$ cat src/rtl/uart_rx.sv
// uart_rx - oversampling UART receiver, 8 data bits, LSB first, 1 stop bit.
//
// The line is sampled once per bit at mid-bit, timed from the falling edge of
// the start bit. A received byte is offered on rx_data/rx_valid and handed
// over on any clk edge where rx_valid and rx_ready are both high.
//
// Parameters
//   CLKS_PER_BIT  clk cycles per serial bit (legal 4..65535, default 434)
//
// Ports
//   clk          system clock, rising edge
//   reset        asynchronous reset, active low
//   serial       asynchronous UART line, idle high
//   rx_data      last accepted byte, stable while rx_valid is high
//   rx_valid     rx_data holds a byte not yet taken by the consumer
//   rx_ready     consumer takes the byte on an edge with rx_valid high
//   frame_err    one-cycle pulse: stop bit sampled low
//   overrun_err  one-cycle pulse: byte completed while the previous one was
//                still waiting and not taken in that cycle
//   parity_err   one-cycle pulse: even-parity mismatch (0 without parity)
//
// Build option
//   UART_RX_PARITY_EN  when defined, one even-parity bit follows the data
//                      bits; a mismatching frame is discarded.
module uart_rx #(
  parameter int unsigned CLKS_PER_BIT = 434
) (
  input  logic       clk,
  input  logic       reset,
  input  logic       serial,
  output logic [7:0] rx_data,
  output logic       rx_valid,
  input  logic       rx_ready,
  output logic       frame_err,
  output logic       overrun_err,
  output logic       parity_err
);

  localparam int unsigned      CNT_W   = $clog2(CLKS_PER_BIT);
  // Start bit is checked half a bit in; all later samples are one bit apart.
  localparam logic [CNT_W-1:0] HALF_M1 = CNT_W'(CLKS_PER_BIT / 2 - 1);
  localparam logic [CNT_W-1:0] LAST    = CNT_W'(CLKS_PER_BIT - 1);

  typedef enum logic [2:0] {
    IDLE      = 3'd0,
    START     = 3'd1,
    DATA      = 3'd2,
`ifdef UART_RX_PARITY_EN
    PARITY    = 3'd3,
`endif
    STOP      = 3'd4,
    WAIT_HIGH = 3'd5
  } state_t;

`ifdef UART_RX_PARITY_EN
  // Bit value that makes the total count of ones in data+parity even.
  function automatic logic even_parity(input logic [7:0] d);
    return ^d;
  endfunction
`endif

  logic [1:0]       sync_r;
  logic             rxs_s;
  state_t           state_r, state_s;
  logic [CNT_W-1:0] cnt_r, cnt_s;
  logic [2:0]       bit_cnt_r, bit_cnt_s;
  logic [7:0]       shift_r, shift_s;
  logic             accept_r, accept_s;
  logic             ferr_pend_r, ferr_pend_s;
`ifdef UART_RX_PARITY_EN
  logic             par_bad_r, par_bad_s;
  logic             perr_pend_r, perr_pend_s;
`endif

  assign rxs_s = sync_r[1];

  // Two-flop synchronizer for the asynchronous line; resets to idle-high.
  always_ff @(posedge clk or negedge reset) begin
    if (!reset) begin
      sync_r <= 2'b11;
    end else begin
      sync_r <= {sync_r[0], serial};
    end
  end

  // FSM and datapath state registers.
  always_ff @(posedge clk or negedge reset) begin
    if (!reset) begin
      state_r     <= IDLE;
      cnt_r       <= '0;
      bit_cnt_r   <= 3'd0;
      shift_r     <= 8'h00;
      accept_r    <= 1'b0;
      ferr_pend_r <= 1'b0;
`ifdef UART_RX_PARITY_EN
      par_bad_r   <= 1'b0;
      perr_pend_r <= 1'b0;
`endif
    end else begin
      state_r     <= state_s;
      cnt_r       <= cnt_s;
      bit_cnt_r   <= bit_cnt_s;
      shift_r     <= shift_s;
      accept_r    <= accept_s;
      ferr_pend_r <= ferr_pend_s;
`ifdef UART_RX_PARITY_EN
      par_bad_r   <= par_bad_s;
      perr_pend_r <= perr_pend_s;
`endif
    end
  end

  // Next-state logic. The bit counter is cleared at every sample point so
  // each bit is timed from the previous sample and never drifts.
  always_comb begin
    state_s     = state_r;
    cnt_s       = cnt_r;
    bit_cnt_s   = bit_cnt_r;
    shift_s     = shift_r;
    accept_s    = 1'b0;
    ferr_pend_s = 1'b0;
`ifdef UART_RX_PARITY_EN
    par_bad_s   = par_bad_r;
    perr_pend_s = 1'b0;
`endif
    case (state_r)
      IDLE: begin
        cnt_s     = '0;
        bit_cnt_s = 3'd0;
        if (!rxs_s) begin
          state_s = START;
        end else begin
          state_s = IDLE;
        end
      end
      START: begin
        if (cnt_r == HALF_M1) begin
          cnt_s = '0;
          // Line back high at mid start bit: treat as a glitch.
          if (!rxs_s) begin
            state_s = DATA;
          end else begin
            state_s = IDLE;
          end
        end else begin
          cnt_s = cnt_r + CNT_W'(1);
        end
      end
      DATA: begin
        if (cnt_r == LAST) begin
          cnt_s     = '0;
          shift_s   = {rxs_s, shift_r[7:1]};
          bit_cnt_s = bit_cnt_r + 3'd1;
          if (bit_cnt_r == 3'd7) begin
`ifdef UART_RX_PARITY_EN
            state_s = PARITY;
`else
            state_s = STOP;
`endif
          end else begin
            state_s = DATA;
          end
        end else begin
          cnt_s = cnt_r + CNT_W'(1);
        end
      end
`ifdef UART_RX_PARITY_EN
      PARITY: begin
        if (cnt_r == LAST) begin
          cnt_s     = '0;
          par_bad_s = even_parity(shift_r) ^ rxs_s;
          state_s   = STOP;
        end else begin
          cnt_s = cnt_r + CNT_W'(1);
        end
      end
`endif
      STOP: begin
        if (cnt_r == LAST) begin
          cnt_s = '0;
`ifdef UART_RX_PARITY_EN
          perr_pend_s = par_bad_r;
`endif
          if (rxs_s) begin
`ifdef UART_RX_PARITY_EN
            accept_s = ~par_bad_r;
`else
            accept_s = 1'b1;
`endif
            state_s  = IDLE;
          end else begin
            ferr_pend_s = 1'b1;
            state_s     = WAIT_HIGH;
          end
        end else begin
          cnt_s = cnt_r + CNT_W'(1);
        end
      end
      WAIT_HIGH: begin
        // A break or stuck-low line reports once, then waits for idle.
        cnt_s = '0;
        if (rxs_s) begin
          state_s = IDLE;
        end else begin
          state_s = WAIT_HIGH;
        end
      end
      default: begin
        state_s   = IDLE;
        cnt_s     = '0;
        bit_cnt_s = 3'd0;
      end
    endcase
  end

  // Output stage: hand-off register and one-cycle error pulses, updated on
  // the edge after the stop-bit sample. shift_r is not touched again until
  // the next frame's data bits, so it is still valid here.
  always_ff @(posedge clk or negedge reset) begin
    if (!reset) begin
      rx_data     <= 8'h00;
      rx_valid    <= 1'b0;
      frame_err   <= 1'b0;
      overrun_err <= 1'b0;
    end else begin
      frame_err   <= ferr_pend_r;
      overrun_err <= 1'b0;
      if (accept_r) begin
        if (rx_valid && !rx_ready) begin
          overrun_err <= 1'b1;
        end else begin
          rx_data  <= shift_r;
          rx_valid <= 1'b1;
        end
      end else if (rx_valid && rx_ready) begin
        rx_valid <= 1'b0;
      end else begin
        rx_valid <= rx_valid;
      end
    end
  end

`ifdef UART_RX_PARITY_EN
  // Parity error pulse, aligned with the other frame outcomes.
  always_ff @(posedge clk or negedge reset) begin
    if (!reset) begin
      parity_err <= 1'b0;
    end else begin
      parity_err <= perr_pend_r;
    end
  end
`else
  assign parity_err = 1'b0;
`endif

endmodule

$ cat config.mk
export PLATFORM = sky130hd
export DESIGN_NAME = uart_rx
export DESIGN_NICKNAME = d
export VERILOG_FILES = /design/src/rtl/uart_rx.sv
export SDC_FILE = /design/constraint.sdc
export NUM_CORES = 1
export LEC_CHECK = 0
export BUFFER_PORTS_ARGS = -buffer_cell sky130_fd_sc_hd__buf_2
export CAP_MARGIN = 20
export CORE_UTILIZATION = 52
export DETAILED_ROUTE_END_ITERATION = 8
export HOLD_SLACK_MARGIN = 0.15
export PLACE_DENSITY = 0.79
export SLEW_MARGIN = 20
export SYNTH_ARGS = -nofsm -noshare
export SYNTH_HDL_FRONTEND = slang
export SYNTH_SLANG_ARGS = --single-unit
export TNS_END_PERCENT = 20
$ cat constraint.sdc
create_clock -name clk -period 1.57 [get_ports clk]
set_input_delay 0.314 -clock clk [delete_from_list [all_inputs] [get_ports clk]]
set_output_delay 0.314 -clock clk [all_outputs]
set_load 0.005 [all_outputs]
# ---- Word-level counts from Yosys, hierarchy flattened
# Cells that the tools add are included.
dict set report op_classes {
  n_eq_ne 11
  bitwise_logic 2
  muxes 24
  add_sub_neg 2
  reduce_logical 12
}
# cell n
set op_table {}
lappend op_table {{$mux 3} 6}
lappend op_table {{$mux 9} 2}
lappend op_table {{$pmux 9 s2} 1}
lappend op_table {{$pmux 3 s5} 1}
lappend op_table {{$mux 1} 12}
lappend op_table {{$add 9x1->9 const B} 1}
lappend op_table {{$eq 3x3->1 const B} 3}
lappend op_table {{$eq 9x8->1 const B} 1}
lappend op_table {{$eq 9x9->1 const B} 1}
lappend op_table {{$ne 2x2->1 const B} 4}
lappend op_table {{$reduce_and 2->1} 4}
lappend op_table {{$pmux 3 s2} 1}
lappend op_table {{$add 3x1->3 const B} 1}
lappend op_table {{$eq 3x1->1 const B} 1}
lappend op_table {{$eq 3x2->1 const B} 1}
lappend op_table {{$logic_not 3->1} 1}
lappend op_table {{$reduce_and 3->1} 1}
lappend op_table {{$reduce_or 3->1} 1}
lappend op_table {{$logic_and 1x1->1} 2}
lappend op_table {{$mux 2} 1}
lappend op_table {{$not 1->1} 2}
lappend op_table {{$reduce_bool 2->1} 1}
lappend op_table {{$reduce_or 2->1} 1}
lappend op_table {{$logic_not 1->1} 1}
dict set report totals {
  wordCells 62
  ff_bits 38
  out_inout_bits 12
  in_bits 4
}

# ---- Logic depth before layout (Yosys ltp)
# Gate-level depths: netlist (run 1).
dict set report depth {
  ltp_word 4
  depth_mapped 6
  mapped_depth_nobuf 5
}

# ---- Worst setup path before layout (run 1)
# No wires, ideal clock.
dict set report synth_timing {
  path_kind {reg-to-reg}
  from {reg cnt_r[0]}
  to {reg cnt_r[5]}
  arrival_ps 1404
  slack_ps 26
  path_stages_with_launch 7
  t_required_ps 1431
  synth_period_minus_slack_ps 1544
  setup_ps 139
  cell_sequence {dfrtp_1 -> inv_1 -> ha_1 -> or4b_1 -> o211ai_2 -> buf_6 -> a22oi_1}
}
dict set report synth_via {
  elab_chain_cells 3
  elab_cells_between_ends 6
  cone_classes {add/sub (1); eq/ne (2); mux (3)}
}
# element line
set synth_rtl {}
lappend synth_rtl {{from (decl)} 65} ;# logic [CNT_W-1:0] cnt_r, cnt_s;
lappend synth_rtl {{from (signal assigned)} 101} ;# cnt_r <= cnt_s;
lappend synth_rtl {{$add 9x1->9, or another cell as far along} {146, 164, 196}}
lappend synth_rtl {{$mux 9, on equally long branches} {150, 179, 137}}
lappend synth_rtl {{$pmux 9 s2 (*)} 126} ;# case (state_r)
lappend synth_rtl {{named net cnt_s[5]} 65}
# Mark *: on every way through the listed nets, which the timed path passes. The rest lies on a longest branch.
# A chain may end at the register's enable or synchronous reset.

# ---- Worst setup path in the final report (run 1)
dict set report layout_timing {
  from {reg cnt_r[0]}
  to {reg cnt_r[7]}
}
# Same word-level chain as after synthesis.

==> impl_metrics.csv, run 1 <==
group,metric,value,unit
clock_network,clock-sinks,38,
placed_design,dp_hpwl,2436,um
route,top_layer_used,"met4",
floorplanning,io_pins,16,
placed_design,portBuffers,14,
yosys,ys_seq_area_share,53.59,%
cells_and_area,antenna_cells,0,
setup_path,crit_path_top_delay_cell,"or4b_1",
placed_design,dpl_cell_area,0.001976,sq mm
placed_design,placed_cells,213,
timing,fin_crit_sh,102.9,%
power,power_per_cell_area,726.7,mW/mm^2
power,leakage,1.081,nW
clock_network,root_buffer,"clkbuf_4",
cells_and_area,drive_above_1_share,42.54,%
setup_path,cp_slowest_stage_delay,0.45,ns
cells_and_area,syn_to_final_growth,20.96,%
route,antenna_left,0,
route,num_vias,1279,
floorplanning,fp.dieW,60.50,um
route,route.detailed.drc,0,
route,wl_per_cell,15.73,um
setup_path,start_kind,"register",
clock_network,cts_max_path_buffers,2,
power,vdd_ir_drop_max,0.4094,mV
cells_and_area,mostFrequentLayoutCells,"35 x dfrtp_1, 17 x buf_4, 16 x mux2_2",
placed_design,place_congestion,0.7830,
yosys,yosysTopAreaCellShare,50.63,%
setup_path,crit_path_end_kind,"register",
setup_path,arrival,1.86,ns
setup_path,regToRegEndpoint,"cnt_r[7]$_DFF_PN0_",
yosys,ys_warn_count,0,
placed_design,place_ws,-0.09194,ns
min_path,hold_class,"input pin to register",
setup_path,path_max_fanout,9,
setup_path,crit_required,1.81,ns
route,via_per_inst,5.684,
yosys,synth_seq_cells,38,
global_routing,grt_use_total,22.80,%
yosys,syn_inst,145,
global_routing,antenna_found_initial,0,
floorplanning,rows,20,
cells_and_area,final_cell_area,0.002152,sq mm
clock_network,worstSkewPairLatency,0.35,ns
cells_and_area,fin_cells,225,
yosys,synth_area_leader_cell,"dfrtp_1",
timing,final_max_slew_viol_count,0,
timing,hold-worst-slack,0.2459,ns
setup_path,rr_startpoint,"cnt_r[0]$_DFF_PN0_",
timing,fin_skew,0.004984,ns
global_routing,grt_pass1_wl,5802,um
timing,hold_viol,0,
clock_network,h-tree-depth,2,
route,firstDrtPassIters,4,
route,wl_met2,1763,um
timing,fmax,0.6187,GHz
cells_and_area,fin_util,68.25,%
power,total_power,1.564,mW
yosys,syn_area,0.001779,sq mm
setup_path,critical_path.cell_chain,"inv_1 > ha_1 > or4b_1 > o211ai_2 > buf_6 > a22oi_1",
timing,setup_ws,-0.04620,ns
floorplanning,die_area,0.003660,sq mm
global_routing,grt_max_degree,39,
timing,setup_viol,11,
setup_path,r2r_setup_slack,-0.05,ns
run_status,violations,"negative setup slack",
setup_path,worstRegToRegCells,6,
floorplanning,start_util,56.43,%
cells_and_area,final_common_cell,"dfrtp_1",
floorplanning,die_h,60.50,um
setup_path,worstSetupStartpoint,"cnt_r[0]$_DFF_PN0_",
job,max_cap_violations,0,
global_routing,globalRouteOverflowTotal,0,
yosys,synthArstFlopShare,100.0,%
clock_network,numCtsBuffers,5,
timing,tns,-0.2858,ns
timing,rsz0062_at_grt,"true",
cells_and_area,fin_nets,189,
yosys,synth_ff_type,"dfrtp_1",
yosys,syn_nets,154,
route,wl_met1,1537,um
setup_path,crit_end,"cnt_r[7]$_DFF_PN0_",
route,wl_met3,117,um
run_status,status,"complete, but fails checks",
route,routed_wl,3540,um
yosys,synth_edf_count,0,
yosys,yosysUniqueCellTypes,41,
timing,period_minus_slack,1.616,ns
floorplanning,core,0.003153,sq mm
yosys,synth_area_leaders,"dfrtp_1 51%, mux2_2 10%, ha_1 3.5%, dfstp_2 3.0%, nand3_1 2.8%",
clock_network,tritoncts,"done",
route,drt_iter0_drc,53,
setup_path,worst-setup-path-type,"register to register",
global_routing,grt_pass1_vias,1259,
clock_network,path_clk_slew,0.11,ns
yosys,avgSynthCellArea,12.27,sq um
-- cell families (layout without fill, tap and decap cells) --
group           Yosys count  in the layout  share of synthesized area [%]
fa+ha+maj                 5              5                          3.516
xor+xnor                  4              4                          1.969
buf+inv                  13             48                          4.430
flops                    38             38                          53.59
compound gates           24             24                          9.845
simple gates             44             45                          16.32
other cells               1              1                         0.2108
mux                      16             16                          10.13
-- how the worst min path moves through the flow --
stage / start / endpoint / slack (ns) / depth (start not counted)
finish: rx_ready / overrun_err$_DFF_PN0_ / 0.25 / 3
global route: rx_ready / overrun_err$_DFF_PN0_ / 0.24 / 3
CTS: rx_ready / overrun_err$_DFF_PN0_ / 0.24 / 3
detailed placement: ferr_pend_r$_DFF_PN0_ / frame_err$_DFF_PN0_ / 0.33 / 0
global placement: ferr_pend_r$_DFF_PN0_ / frame_err$_DFF_PN0_ / 0.33 / 0
floorplan: reset / accept_r$_DFF_PN0_ / 0.02 / 0
-- timing repair --
item                                    in CTS  in global routing
pin swaps                                    3                  0
setup buffers                                1                  0
endpoints found under the setup margin      20                 23
cloned                                       1                  0
endpoints found under the hold margin       37                  0
hold buffers                                 2                  0
resized for setup                            7                  8
-- Yosys cell counts (all sizes together) (2+ instances only) --
master,count
o2111ai,3
nand4,4
buf,7
mux2,16
or3b,2
or4,2
nand2,7
nor3b,2
o211ai,3
nor2,2
a22oi,4
dfrtp,36
dfstp,2
o21ai,5
nor2b,2
inv,6
nand3,10
or3,4
xor2,3
a21oi,5
ha,5
-- state kept, by name (all words and copies together) (netlist names) --
register	cells
cnt_r	9
rx_data	8
shift_r	8
bit_cnt_r	3
state_r	3
sync_r	2
accept_r	1
ferr_pend_r	1
frame_err	1
overrun_err	1
rx_valid	1
-- layout make-up --
cell class	instances	area, sq um
clock buffers	6	51.30
multi-input cells	95	827.0
well taps	44	55.05
inverters	6	22.52
clock inverters	2	12.51
repair buffers	34	229.0
flip-flops and latches	38	954.7
fillers	259	1001
-- worst max-delay path, delay by kind of cell, from the launching register on --
family | cells | cell delay, ns
buf+inv | 2 | 0.23
flops | 1 | 0.42
fa+ha+maj | 1 | 0.13
compound gates | 2 | 0.27
simple gates | 1 | 0.45
-- metal layers --
| layer | track usage, % | vias to the layer above |
|---|---|---|
| li1 | - | 607 |
| met1 | 27.01 | 634 |
| met2 | 36.89 | 26 |
| met3 | 7.036 | 12 |
| met4 | 12.99 | 0 |
| met5 | 0 | - |
-- power by group --
| group | switching, mW | leakage (nW) | internal, mW | total [mW] |
|---|---|---|---|---|
| Clock | 0.332 | 0.0343 | 0.215 | 0.547 |
| Combinational | 0.0214 | 0.540 | 0.00999 | 0.0314 |
| Sequential | 0.00246 | 0.508 | 0.983 | 0.986 |
| Total | 0.356 | 1.08 | 1.21 | 1.56 |
Note: power is estimated with default switching activity, not from simulation.
==> run 2, diff against run 1 <==
--- a/config.mk
+++ b/config.mk
@@ -15,4 +15,4 @@
 export SYNTH_ARGS = -nofsm -noshare
 export SYNTH_HDL_FRONTEND = slang
 export SYNTH_SLANG_ARGS = --single-unit
-export TNS_END_PERCENT = 20
+export TNS_END_PERCENT = 30
==> impl_metrics.csv, run 2 (synthesis results as in run 1) <==
group,metric,value,unit
run_status,status,"complete, but fails checks",
timing,fin_crit_sh,103.1,%
setup_path,crit_path_end_kind,"register",
run_status,violations,"negative setup slack",
route,route.detailed.drc,0,
route,antenna_left,0,
timing,hold_viol,0,
cells_and_area,reg_top3,"cnt_r x9, rx_data x8, shift_r x8",
timing,final_max_slew_viol_count,0,
clock_network,root_buffer,"clkbuf_4",
setup_path,path_max_fanout,9,
power,total_power,1.568,mW
route,firstDrtPassIters,4,
cells_and_area,top_register,"cnt_r",
cells_and_area,largest_register_ffs,9,
placed_design,placed_cells,213,
route,num_vias,1297,
route,wl_per_cell,15.80,um
timing,setup_ws,-0.04944,ns
floorplanning,start_util,56.43,%
global_routing,grt_pass1_vias,1269,
cells_and_area,syn_to_final_growth,21.73,%
floorplanning,fp.dieW,60.50,um
power,p_int,1.208,mW
cells_and_area,fin_nets,190,
power,power.share.clock,35.1,%
floorplanning,rows,20,
setup_path,worst-setup-path-type,"register to register",
timing,fin_skew,0.009827,ns
floorplanning,die_area,0.003660,sq mm
floorplanning,core,0.003153,sq mm
timing,tns,-0.2967,ns
route,routed_wl,3571,um
power,vdd_ir_drop_max,0.4189,mV
min_path,hold_class,"input pin to register",
route,drt_iter0_drc,61,
floorplanning,io_pins,16,
global_routing,grt_pass1_wl,5809,um
power,sw_frac_of_total,22.95,%
clock_network,h-tree-depth,2,
power,leakage,1.087,nW
power,power_per_cell_area,724.0,mW/mm^2
power,p_seq_share,62.8,%
timing,setup_viol,11,
global_routing,antenna_found_initial,0,
placed_design,portBuffers,14,
job,max_cap_violations,0,
global_routing,globalRouteOverflowTotal,0,
timing,period_minus_slack,1.619,ns
timing,rsz0062_at_grt,"true",
setup_path,start_kind,"register",
global_routing,grt_use_total,22.85,%
placed_design,place_congestion,0.7830,
cells_and_area,fin_cells,226,
placed_design,place_ws,-0.09194,ns
power,p_switching,0.3598,mW
clock_network,numCtsBuffers,5,
setup_path,crit_required,1.81,ns
clock_network,cts_max_path_buffers,2,
placed_design,dp_hpwl,2436,um
global_routing,grt_max_degree,39,
floorplanning,die_h,60.50,um
power,comb_power_share,2.0,%
cells_and_area,drive_above_1_share,43.41,%
clock_network,path_clk_slew,0.11,ns
clock_network,tritoncts,"done",
cells_and_area,mostFrequentLayoutCells,"35 x dfrtp_1, 18 x buf_4, 16 x mux2_2",
route,via_per_inst,5.739,
cells_and_area,antenna_cells,0,
setup_path,arrival,1.86,ns
clock_network,clock-sinks,38,
cells_and_area,final_common_cell,"dfrtp_1",
clock_network,worstSkewPairLatency,0.36,ns
timing,fmax,0.6175,GHz
run 2: changes by cell type in the layout (fill, tap and decap cells not counted):
cell and change:
and4bb_2 -1, and4bb_4 +1, buf_4 +1, ha_1 -1
ha_2 +1
run 2: final timing paths:
| check | depth (start not counted) | start | endpoint | slack [ns] |
|---|---|---|---|---|
| setup / recovery | 6 | cnt_r[0]$_DFF_PN0_ | cnt_r[8]$_DFF_PN0_ | -0.05 |
| hold / removal | 3 | rx_ready | overrun_err$_DFF_PN0_ | 0.25 |
| setup reg to reg | 6 | cnt_r[0]$_DFF_PN0_ | cnt_r[8]$_DFF_PN0_ | -0.05 |
| hold reg to reg | 0 | ferr_pend_r$_DFF_PN0_ | frame_err$_DFF_PN0_ | 0.36 |
| max in group asynchronous | 3 | reset | sync_r[0]$_DFF_PN1_ | 0.69 |
| min in group asynchronous | 3 | reset | ferr_pend_r$_DFF_PN0_ | 0.52 |
run 2: through the flow:
| stage | hold slack, ns | utilization, % | area (sq um) |
|---|---|---|---|
| detailed placement | 0.3347 | 62.66 | 1976 |
| CTS | 0.2378 | 67.26 | 2121 |
| global placement | 0.3349 | 62.66 | 1976 |
| finish | 0.2464 | 68.69 | 2166 |
| floorplan | 0.01841 | - | 1779 |
| global route | 0.2442 | 68.69 | 2166 |
run 2: metal layers:
layer	global-route usage (%)	wire, um	vias to the layer above
li1	-	-	610
met1	26.59	1534	646
met2	37.52	1802	31
met3	7.036	119	10
met4	12.99	114	0
met5	0	0	-
run 2: final cells by class:
cell class	instances	area, sq um
fillers	256	987.2
flip-flops and latches	38	954.7
multi-input cells	95	833.3
repair buffers	35	236.5
well taps	44	55.05
clock buffers	6	51.30
inverters	6	22.52
clock inverters	2	12.51
run 2: worst max-delay path, stage by stage, from the launching register on:
cell and delay [ns]:
dfrtp_1 0.42, inv_1 0.07, ha_1 0.13, or4b_1 0.45, o211ai_2 0.19, buf_6 0.16, a22oi_1 0.09
run 2: power groups by stage:
stage / sequential, mW / combinational, mW / clock, mW
final: 0.986 / 0.0314 / 0.551
after detailed placement: 1.00 / 0.0272 / 0
after floorplan: 1.00 / 0.00487 / 0
after global placement: 1.00 / 0.0268 / 0
after global routing: 0.986 / 0.0369 / 0.613
after CTS: 0.986 / 0.0319 / 0.562
run 2: timing repair:
| action | in CTS | in global routing |
|---|---|---|
| buffers inserted | 2 | 0 |
| resized for setup | 7 | 10 |
| gates cloned | 1 | 0 |
| setup endpoints to repair | 20 | 23 |
| hold buffers | 2 | 0 |
| hold endpoints to repair | 37 | 0 |
| pin swaps | 3 | 2 |
